[src/rtl/lzw_dict_ctrl.sv]
// lzw_dict_ctrl: single-request dictionary lookup/insert sequencer for the
// LZW compressor. Probes the primary hash table, falls back to the conflict
// table on a collision, and allocates/inserts new codes on a miss.
// Optional statistics counters are enabled by defining LZW_DICT_STATS_EN.
module lzw_dict_ctrl #(
    parameter int DATA_WIDTH = 64,
    parameter int HASH_WIDTH = 12,
    parameter int CODE_WIDTH = 12,
    parameter int FIRST_CODE = 256
) (
    input  logic                  clk,
    input  logic                  rst,
    input  logic                  req_valid,
    output logic                  req_ready,
    input  logic [DATA_WIDTH-1:0] req_key,
    input  logic [HASH_WIDTH-1:0] req_hash,
    input  logic                  req_insert,
    output logic                  rsp_valid,
    input  logic                  rsp_ready,
    output logic                  rsp_hit,
    output logic [CODE_WIDTH-1:0] rsp_code,
    output logic                  rsp_inserted,
    output logic                  rsp_dropped,
    input  logic                  dict_clear,
    output logic                  dict_full,
    output logic [HASH_WIDTH-1:0] ht_addr,
    output logic                  ht_rd_en,
    input  logic                  ht_rd_vld,
    input  logic [DATA_WIDTH-1:0] ht_rd_key,
    input  logic [CODE_WIDTH-1:0] ht_rd_code,
    output logic                  ht_we,
    output logic                  ht_wr_vld,
    output logic [DATA_WIDTH-1:0] ht_wr_key,
    output logic [CODE_WIDTH-1:0] ht_wr_code,
    output logic                  ct_cs,
    output logic                  ct_we,
    output logic [DATA_WIDTH-1:0] ct_data,
    output logic [HASH_WIDTH-1:0] ct_hash_in,
    output logic [CODE_WIDTH-1:0] ct_map_in,
    input  logic                  ct_match,
    input  logic [CODE_WIDTH-1:0] ct_hash_out,
    input  logic                  ct_full,
    output logic                  ct_clr,
    output logic [31:0]           stat_hits,
    output logic [31:0]           stat_ct_hits,
    output logic [31:0]           stat_inserts,
    output logic [31:0]           stat_drops
);

    typedef enum logic [2:0] {
        CLEAR, IDLE, HT_RD, HT_CMP, CT_RD, CT_CMP, INSERT, RESP
    } state_t;

    // next_code carries one extra bit so that "all codes used" is representable
    localparam logic [CODE_WIDTH:0] FirstCodeW = FIRST_CODE[CODE_WIDTH:0];

    state_t                state_q;
    logic [HASH_WIDTH-1:0] clr_cnt_q;
    logic [CODE_WIDTH:0]   next_code_q;
    logic [CODE_WIDTH:0]   next_code_d;
    logic [DATA_WIDTH-1:0] key_q;
    logic [HASH_WIDTH-1:0] hash_q;
    logic                  ins_q;

    logic                  req_ready_q;
    logic                  rsp_valid_q;
    logic                  rsp_hit_q;
    logic [CODE_WIDTH-1:0] rsp_code_q;
    logic                  rsp_inserted_q;
    logic                  rsp_dropped_q;

    logic [HASH_WIDTH-1:0] ht_addr_q;
    logic                  ht_rd_en_q;
    logic                  ht_we_q;
    logic                  ht_wr_vld_q;
    logic [DATA_WIDTH-1:0] ht_wr_key_q;
    logic [CODE_WIDTH-1:0] ht_wr_code_q;
    logic                  ct_cs_q;
    logic                  ct_we_q;
    logic [DATA_WIDTH-1:0] ct_data_q;
    logic [HASH_WIDTH-1:0] ct_hash_in_q;
    logic [CODE_WIDTH-1:0] ct_map_in_q;
    logic                  ct_clr_q;

    logic                  full_w;

    assign full_w      = next_code_q[CODE_WIDTH];
    assign next_code_d = next_code_q + 1'b1;

    // Sequencer: every output is registered and set on the edge entering the state that owns it
    always_ff @(posedge clk) begin
        if (rst) begin
            state_q        <= CLEAR;
            clr_cnt_q      <= '0;
            next_code_q    <= FirstCodeW;
            key_q          <= '0;
            hash_q         <= '0;
            ins_q          <= 1'b0;
            req_ready_q    <= 1'b0;
            rsp_valid_q    <= 1'b0;
            rsp_hit_q      <= 1'b0;
            rsp_code_q     <= '0;
            rsp_inserted_q <= 1'b0;
            rsp_dropped_q  <= 1'b0;
            ht_addr_q      <= '0;
            ht_rd_en_q     <= 1'b0;
            ht_we_q        <= 1'b1;
            ht_wr_vld_q    <= 1'b0;
            ht_wr_key_q    <= '0;
            ht_wr_code_q   <= '0;
            ct_cs_q        <= 1'b0;
            ct_we_q        <= 1'b0;
            ct_data_q      <= '0;
            ct_hash_in_q   <= '0;
            ct_map_in_q    <= '0;
            ct_clr_q       <= 1'b1;
        end else begin
            ht_addr_q    <= '0;
            ht_rd_en_q   <= 1'b0;
            ht_we_q      <= 1'b0;
            ht_wr_vld_q  <= 1'b0;
            ht_wr_key_q  <= '0;
            ht_wr_code_q <= '0;
            ct_cs_q      <= 1'b0;
            ct_we_q      <= 1'b0;
            ct_data_q    <= '0;
            ct_hash_in_q <= '0;
            ct_map_in_q  <= '0;
            ct_clr_q     <= 1'b0;

            case (state_q)
                CLEAR: begin
                    if (clr_cnt_q == '1) begin
                        state_q     <= IDLE;
                        req_ready_q <= 1'b1;
                    end else begin
                        clr_cnt_q <= clr_cnt_q + 1'b1;
                        ht_we_q   <= 1'b1;
                        ht_addr_q <= clr_cnt_q + 1'b1;
                    end
                end
                IDLE: begin
                    if (dict_clear) begin
                        state_q     <= CLEAR;
                        clr_cnt_q   <= '0;
                        next_code_q <= FirstCodeW;
                        req_ready_q <= 1'b0;
                        ht_we_q     <= 1'b1;
                        ct_clr_q    <= 1'b1;
                    end else if (req_valid) begin
                        state_q     <= HT_RD;
                        key_q       <= req_key;
                        hash_q      <= req_hash;
                        ins_q       <= req_insert;
                        req_ready_q <= 1'b0;
                        ht_rd_en_q  <= 1'b1;
                        ht_addr_q   <= req_hash;
                    end
                end
                HT_RD: begin
                    state_q <= HT_CMP;
                end
                HT_CMP: begin
                    if (!ht_rd_vld) begin
                        if (ins_q && !full_w) begin
                            state_q      <= INSERT;
                            ht_we_q      <= 1'b1;
                            ht_wr_vld_q  <= 1'b1;
                            ht_addr_q    <= hash_q;
                            ht_wr_key_q  <= key_q;
                            ht_wr_code_q <= next_code_q[CODE_WIDTH-1:0];
                        end else begin
                            state_q        <= RESP;
                            rsp_valid_q    <= 1'b1;
                            rsp_hit_q      <= 1'b0;
                            rsp_code_q     <= '0;
                            rsp_inserted_q <= 1'b0;
                            rsp_dropped_q  <= ins_q;
                        end
                    end else if (ht_rd_key == key_q) begin
                        state_q        <= RESP;
                        rsp_valid_q    <= 1'b1;
                        rsp_hit_q      <= 1'b1;
                        rsp_code_q     <= ht_rd_code;
                        rsp_inserted_q <= 1'b0;
                        rsp_dropped_q  <= 1'b0;
                    end else begin
                        state_q      <= CT_RD;
                        ct_cs_q      <= 1'b1;
                        ct_data_q    <= key_q;
                        ct_hash_in_q <= hash_q;
                    end
                end
                CT_RD: begin
                    state_q <= CT_CMP;
                end
                CT_CMP: begin
                    if (ct_match) begin
                        state_q        <= RESP;
                        rsp_valid_q    <= 1'b1;
                        rsp_hit_q      <= 1'b1;
                        rsp_code_q     <= ct_hash_out;
                        rsp_inserted_q <= 1'b0;
                        rsp_dropped_q  <= 1'b0;
                    end else if (ins_q && !full_w && !ct_full) begin
                        state_q      <= INSERT;
                        ct_cs_q      <= 1'b1;
                        ct_we_q      <= 1'b1;
                        ct_data_q    <= key_q;
                        ct_hash_in_q <= hash_q;
                        ct_map_in_q  <= next_code_q[CODE_WIDTH-1:0];
                    end else begin
                        state_q        <= RESP;
                        rsp_valid_q    <= 1'b1;
                        rsp_hit_q      <= 1'b0;
                        rsp_code_q     <= '0;
                        rsp_inserted_q <= 1'b0;
                        rsp_dropped_q  <= ins_q;
                    end
                end
                INSERT: begin
                    state_q        <= RESP;
                    next_code_q    <= next_code_d;
                    rsp_valid_q    <= 1'b1;
                    rsp_hit_q      <= 1'b0;
                    rsp_code_q     <= next_code_q[CODE_WIDTH-1:0];
                    rsp_inserted_q <= 1'b1;
                    rsp_dropped_q  <= 1'b0;
                end
                RESP: begin
                    if (rsp_ready) begin
                        state_q        <= IDLE;
                        req_ready_q    <= 1'b1;
                        rsp_valid_q    <= 1'b0;
                        rsp_hit_q      <= 1'b0;
                        rsp_code_q     <= '0;
                        rsp_inserted_q <= 1'b0;
                        rsp_dropped_q  <= 1'b0;
                    end
                end
                default: begin
                    state_q <= CLEAR;
                end
            endcase
        end
    end

    assign req_ready    = req_ready_q;
    assign rsp_valid    = rsp_valid_q;
    assign rsp_hit      = rsp_hit_q;
    assign rsp_code     = rsp_code_q;
    assign rsp_inserted = rsp_inserted_q;
    assign rsp_dropped  = rsp_dropped_q;
    assign dict_full    = full_w;
    assign ht_addr      = ht_addr_q;
    assign ht_rd_en     = ht_rd_en_q;
    assign ht_we        = ht_we_q;
    assign ht_wr_vld    = ht_wr_vld_q;
    assign ht_wr_key    = ht_wr_key_q;
    assign ht_wr_code   = ht_wr_code_q;
    assign ct_cs        = ct_cs_q;
    assign ct_we        = ct_we_q;
    assign ct_data      = ct_data_q;
    assign ct_hash_in   = ct_hash_in_q;
    assign ct_map_in    = ct_map_in_q;
    assign ct_clr       = ct_clr_q;

`ifdef LZW_DICT_STATS_EN
    logic [31:0] stat_hits_q;
    logic [31:0] stat_ct_hits_q;
    logic [31:0] stat_inserts_q;
    logic [31:0] stat_drops_q;
    logic        ct_path_hit_q;
    logic        stat_clr_w;
    logic        rsp_fire_w;

    assign stat_clr_w = (state_q == IDLE) && dict_clear;
    assign rsp_fire_w = rsp_valid_q && rsp_ready;

    // Remembers whether the pending hit came from the conflict table rather than the primary table
    always_ff @(posedge clk) begin
        if (rst) begin
            ct_path_hit_q <= 1'b0;
        end else if (state_q == CT_CMP) begin
            ct_path_hit_q <= ct_match;
        end else if (state_q == IDLE) begin
            ct_path_hit_q <= 1'b0;
        end
    end

    // Saturating outcome counters, bumped when the response is consumed
    always_ff @(posedge clk) begin
        if (rst || stat_clr_w) begin
            stat_hits_q    <= '0;
            stat_ct_hits_q <= '0;
            stat_inserts_q <= '0;
            stat_drops_q   <= '0;
        end else if (rsp_fire_w) begin
            if (rsp_hit_q && !ct_path_hit_q && (stat_hits_q != '1)) begin
                stat_hits_q <= stat_hits_q + 1'b1;
            end
            if (rsp_hit_q && ct_path_hit_q && (stat_ct_hits_q != '1)) begin
                stat_ct_hits_q <= stat_ct_hits_q + 1'b1;
            end
            if (rsp_inserted_q && (stat_inserts_q != '1)) begin
                stat_inserts_q <= stat_inserts_q + 1'b1;
            end
            if (rsp_dropped_q && (stat_drops_q != '1)) begin
                stat_drops_q <= stat_drops_q + 1'b1;
            end
        end
    end

    assign stat_hits    = stat_hits_q;
    assign stat_ct_hits = stat_ct_hits_q;
    assign stat_inserts = stat_inserts_q;
    assign stat_drops   = stat_drops_q;
`else
    assign stat_hits    = '0;
    assign stat_ct_hits = '0;
    assign stat_inserts = '0;
    assign stat_drops   = '0;
`endif

endmodule

[config.mk]
export PLATFORM = sky130hd
export DESIGN_NAME = lzw_dict_ctrl
export DESIGN_NICKNAME = d
export VERILOG_FILES = /design/src/rtl/lzw_dict_ctrl.sv
export SDC_FILE = /design/constraint.sdc
export NUM_CORES = 1
export LEC_CHECK = 0
export BUFFER_PORTS_ARGS = -buffer_cell sky130_fd_sc_hd__clkbuf_2
export CAP_MARGIN = 20
export CORE_AREA = 2 2 193 195
export CTS_BUF_LIST = sky130_fd_sc_hd__clkbuf_8
export DETAILED_ROUTE_END_ITERATION = 16
export DIE_AREA = 0 0 195 197
export GPL_ROUTABILITY_DRIVEN = 0
export RECOVER_POWER = 50
export SETUP_SLACK_MARGIN = 0.05
export SYNTH_ARGS = -nofsm -noshare
export SYNTH_HDL_FRONTEND = slang
export SYNTH_SLANG_ARGS = --single-unit
[constraint.sdc]
create_clock -name clk -period 3.5 [get_ports clk]
set_clock_uncertainty 0.1 [all_clocks]
set_input_delay 0.525 -clock clk [delete_from_list [all_inputs] [get_ports clk]]
set_output_delay 0.525 -clock clk [all_outputs]
set_load 0.05 [all_outputs]
### Word level (Yosys, flattened, before mapping)

Cells that the tools add are included.
Widths: inputs -> output; s select.

* $add $sub $neg: 2
* equality and inequality tests: 17
* multiplexer cells: 76
* bitwise logic cells: 6
* reduce and logical (&&, ||, !) cells: 20

Operators by type and width (number)
* $mux 64: 4
* $mux 12: 17
* $pmux 64 s2: 1
* $eq 64x64->1: 1
* $pmux 12 s2: 2
* $pmux 12 s4: 1
* $pmux 12 s3: 1
* $mux 1: 34
* $pmux 13 s2: 1
* $pmux 3 s8: 1
* $pmux 1 s4: 4
* $mux 3: 5
* $add 13x1->13 const B: 1
* $mux 13: 1
* $add 12x1->12 const B: 1
* $eq 12x12->1 const B: 1
* $eq 3x3->1 const B: 4
* $ne 3x3->1 const B: 4
* $reduce_and 3->1: 3
* $ne 2x2->1 const B: 4
* $reduce_or 4->1: 2
* $eq 3x2->1 const B: 2
* $not 1->1: 6
* $pmux 1 s3: 2
* other kinds (14): 18

* register bits after elaboration: 304
* input port bits: 173
* output and inout port bits: 328
* word-level logic and storage cells: 145

### Longest topological paths before layout

* depth after elaboration: 6
* mapped depth: 9
* mapped depth without buffers: 7

### Worst setup path after synthesis

No wires, ideal clock.

* path kind: input port to flip-flop
* start: input ht_rd_key[4]
* end: register rsp_code_q[10] (netlist: rsp_code[10])
* setup time: 121 ps
* arrival: 2126 ps
* data required time: 3279 ps
* slack: 1152 ps
* stages on the path: 8
* path buffers: 2
* cell sequence: xor2_1 > nor4_1 > nand4_1 > nor4_4 > a21o_1 > buf_6 > buf_12 > mux2_4

* cells in the longest elaborated chain, start to end: 3

Ends and longest elaborated chain
* start, declared: RTL line 29 `input logic [DATA_WIDTH-1:0] ht_rd_key,`
* $eq 64x64->1: RTL line 180 `end else if (ht_rd_key == key_q) begin`
* $ne 3x3->1 (no source line)
* $reduce_and 5->1 (no source line)
* end signal, assigned: RTL line 184 `rsp_code_q <= ht_rd_code;`
* end signal, assigned: RTL line 202 `rsp_code_q <= ct_hash_out;`
* end signal, assigned: RTL line 226 `rsp_code_q <= next_code_q[CODE_WIDTH-1:0];`
* end, declared: RTL line 68 `logic [CODE_WIDTH-1:0] rsp_code_q;`

Every way passes these cells.
A chain may end at the register's enable or synchronous reset.

### Worst setup path after layout

* start: register key_q[23]
* end: register rsp_code_q[5] (netlist: rsp_code[5])

* cells in the longest elaborated chain, start to end: 3

Ends and longest elaborated chain
* start, declared: RTL line 61 `logic [DATA_WIDTH-1:0] key_q;`
* start signal, assigned: RTL line 152 `key_q <= req_key;`
* $eq 64x64->1: RTL line 180
* $ne 3x3->1 (no source line)
* $reduce_and 5->1 (no source line)

Every way passes these cells.

==> key figures <==
Status
  • Status: finished clean

Setup path
  • CP Max Fanout: 16
  • CP Class: reg -> reg
  • Worst path arrival time: 3.39 ns
  • Element type at the critical path end: flop
  • Max incr delay on CP: 0.55 ns
  • Crit-path slowest cell: nor4_1
  • Most common cell on crit path: buf_4
  • CP cell instances: xor2_1 -> nor4_1 -> buf_4 -> nand4_1 -> nor4_4 -> buf_4 -> a21o_1 -> buf_12 -> mux2_2
  • Crit path required time: 3.88 ns
  • Startpoint Class: flop

Pwr
  • Power, Total: 7.73 mW
  • Leakage: 6.23 nW
  • Max VDD drop: 0.000243 V
  • Power Density: 531 nW/µm²

Final layout
  • Final core occ: 0.401
  • Area growth, synth to finish: 23.4%
  • Filler instances: 3825
  • Nets: 1819
  • Final std cells w/o fill: 2151
  • Design Area, Final: 14600 µm²
  • Layout cells sized above 1: 0.168

Synthesis
  • Largest cells by area after synthesis: dfxtp_1 (52%), and2_1 (8.6%), buf_4 (8.3%)
  • Yosys warns: 0
  • Top FF cell, synth: dfxtp_1
  • Post-synth cell types: 61
  • Synthesized flop and latch total: 304
  • Asr flop ratio synth: 0
  • Post-synthesis compound-gate area fraction: 0.0873
  • Post-synth EDFFs: 0
  • Post-Synth Simple-Gate Area: 0.212
  • Synth top area share: 0.516
  • Syn Area/Cell: 9.43 µm²
  • Seq/Total Area, Yosys: 0.516
  • Area leader, netlist: dfxtp_1
  • Post-synthesis xor/xnor area fraction: 0.0557
  • Syn Inst Count: 1251
  • Adder-cell share of the synthesized area: 0.00212
  • Mux cell area share after synthesis: 0.0168
  • Mapped Area: 11800 µm²
  • Largest family of logic cells by synthesized area: simple AND/OR/NAND/NOR gates

Timing
  • Max-slew headroom: 0.408
  • Tcrit/Tclk final: 0.859
  • Crit path time final: 3.01 ns
  • Setup violators final: 0
  • Slew @ Worst Pin: 0.884 ns
  • Max Fclk: 333 MHz
  • Number of slew-limit violations in the final report: 0
  • RSZ-0062 raised after global routing: false
  • Final Hold Fails: 0
  • Setup TNS: 0 ns

Route
  • Post-DR wirelength/cell: 17.1 µm
  • Drt drc: 0
  • Final ANT Viol Nets: 0
  • Iteration-0 DRC Markers: 390
  • DRT Pass-1 Iters: 9
  • DR vias/cell: 4.42
  • Via count: 9505
  • WL final: 36800 µm

Clock tree
  • Worst-path clk slew: 0.06 ns
  • CTS sink count: 304
  • Hold_buf cts: 16
  • Post_cts resized: 0
  • Post-CTS Setup Inserts: 0
  • CTS tree: yes
  • CTS Buf Count: 50
  • Clock tree buffer depth: 3
  • H-tree levels: 2
  • Clk_lat worst skew: 0.60 ns
  • Root Buffer: clkbuf_8

Die
  • Starting Density: 0.325
  • Rows: 70
  • Die ar.: 38400 µm²
  • Top-level port count: 501
  • Die X: 195 µm
  • Floorplan core area: 36300 µm²
  • Die height: 197 µm

Global route
  • Initial antenna violation count: 5
  • Total GRT Usage: 0.183
  • First-pass GRT wire length: 53500 µm
  • Overflow after GRT: 0
  • Vias in the first global route: 8973
  • Largest net degree at the start of global routing: 78

Min path
  • Worst hold-check path type: in -> reg

Placed design
  • Post-DP HPWL: 26700 µm
  • Placed cell count: 2044
  • Port Buffers: 372
  • Area after DPL: 13700 µm²

Flow run
  • Maxcap violations: 0
[cell families (layout without fill, tap and decap cells)]
family / Yosys count / after routing
xor+xnor: 75 / 75
compound gates: 165 / 165
mux: 16 / 16
buf+inv: 200 / 504
fa+ha+maj: 2 / 2
other cells: 1 / 129
simple gates: 488 / 488
flops: 304 / 304
[critical path, delay by kind of cell, from the launching register on]
| kind | cells | cell delay, ns |
|---|---|---|
| AND/OR/NAND/NOR | 3 | 1.18 |
| buffers and inverters | 3 | 0.60 |
| XOR/XNOR | 1 | 0.17 |
| multiplexers | 1 | 0.34 |
| AO/OA/AOI/OAI | 1 | 0.15 |
| flip-flops | 1 | 0.33 |
[worst paths after layout]
check                          start                  endpoint  slack [ns]  cells after the start
max           key_q[23]$_SDFFE_PP0P_  rsp_code[5]$_SDFFE_PP0P_        0.49                      9
max reg2reg   key_q[23]$_SDFFE_PP0P_  rsp_code[5]$_SDFFE_PP0P_        0.49                      9
min                      req_key[60]    key_q[60]$_SDFFE_PP0P_        0.06                      3
min reg2reg  hash_q[11]$_SDFFE_PP0P_   hash_q[11]$_SDFFE_PP0P_        0.36                      2
[final cells by class]
type,instances,area (µm²),share of cell area
tap,468,586,0.0402
clock inverter,31,150,0.0103
sequential,304,6090,0.418
antenna,1,2.50,0.000172
inverter,6,22.5,0.00155
clock buffer,59,812,0.0558
timing repair buffer,408,1990,0.137
multi-input combinational,874,4910,0.337
[power breakdown]
group          switching (mW)  internal [mW]  total (mW)
combinational           0.831          0.282        1.11
clock                    1.40           1.59        2.99
sequential             0.0844           3.54        3.62
total                    2.31           5.42        7.73
[per-stage QoR]
step | worst slack (ns) | hold slack [ns]
2_1_floorplan | 1.15 | 0.344
3_3_place_gp | 0.133 | 0.353
3_5_place_dp | 0.150 | 0.357
4_1_cts | 0.392 | 0.0000606
5_1_grt | 0.406 | 0.0288
6_report | 0.494 | 0.0561
[layer usage]
metal	vias to the layer above	part of all wire	GRT usage
met4	6	0.030	0.0845
li1	4644	-	-
met1	4347	0.41	0.214
met5	-	0.0011	0
met3	60	0.077	0.0471
met2	448	0.49	0.315
[sequential cells by signal (all words and copies together) (netlist names), 3 cells and up]
signal and cells:
ct_data 64, next_code_q 13, ht_wr_code 12, ct_map_in 12, state_q 3, clr_cnt_q 12
ct_hash_in 12, ht_wr_key 64, rsp_code 12, hash_q 12, ht_addr 12, key_q 64
[cell usage after synthesis (all sizes together) (2+ instances only)]
| master | instances |
|---|---|
| o41ai | 2 |
| clkbuf | 45 |
| a222oi | 19 |
| or2 | 7 |
| a21oi | 101 |
| nor2 | 42 |
| nand3 | 14 |
| mux2 | 12 |
| nand2 | 192 |
| inv | 6 |
| a311oi | 5 |
| xnor2 | 8 |
| a21o | 2 |
| ha | 2 |
| nand2b | 6 |
| buf | 149 |
| dfxtp | 304 |
| or3 | 5 |
| o21ai | 10 |
| o211ai | 2 |
| nor4 | 19 |
| nor3 | 5 |
| mux2i | 4 |
| a211oi | 2 |
| a31oi | 8 |
| nor2b | 16 |
| and2 | 164 |
| xor2 | 67 |
| o21a | 2 |
| o22ai | 2 |
| and3 | 5 |
| nand4 | 8 |
[cell usage in the layout (no fill, tap or decap), types with 17 or more instances in the layout]
cell type and instances:
dfxtp_1 304, clkbuf_1 200, nand2_1 192, clkbuf_2 171, and2_1 159, conb_1 128
a21oi_1 101, xor2_1 67, clkbuf_8 59, nor2_1 42, inv_1 32, a222oi_1 19
nor4_1 17
(Power assumes the default switching activity.)
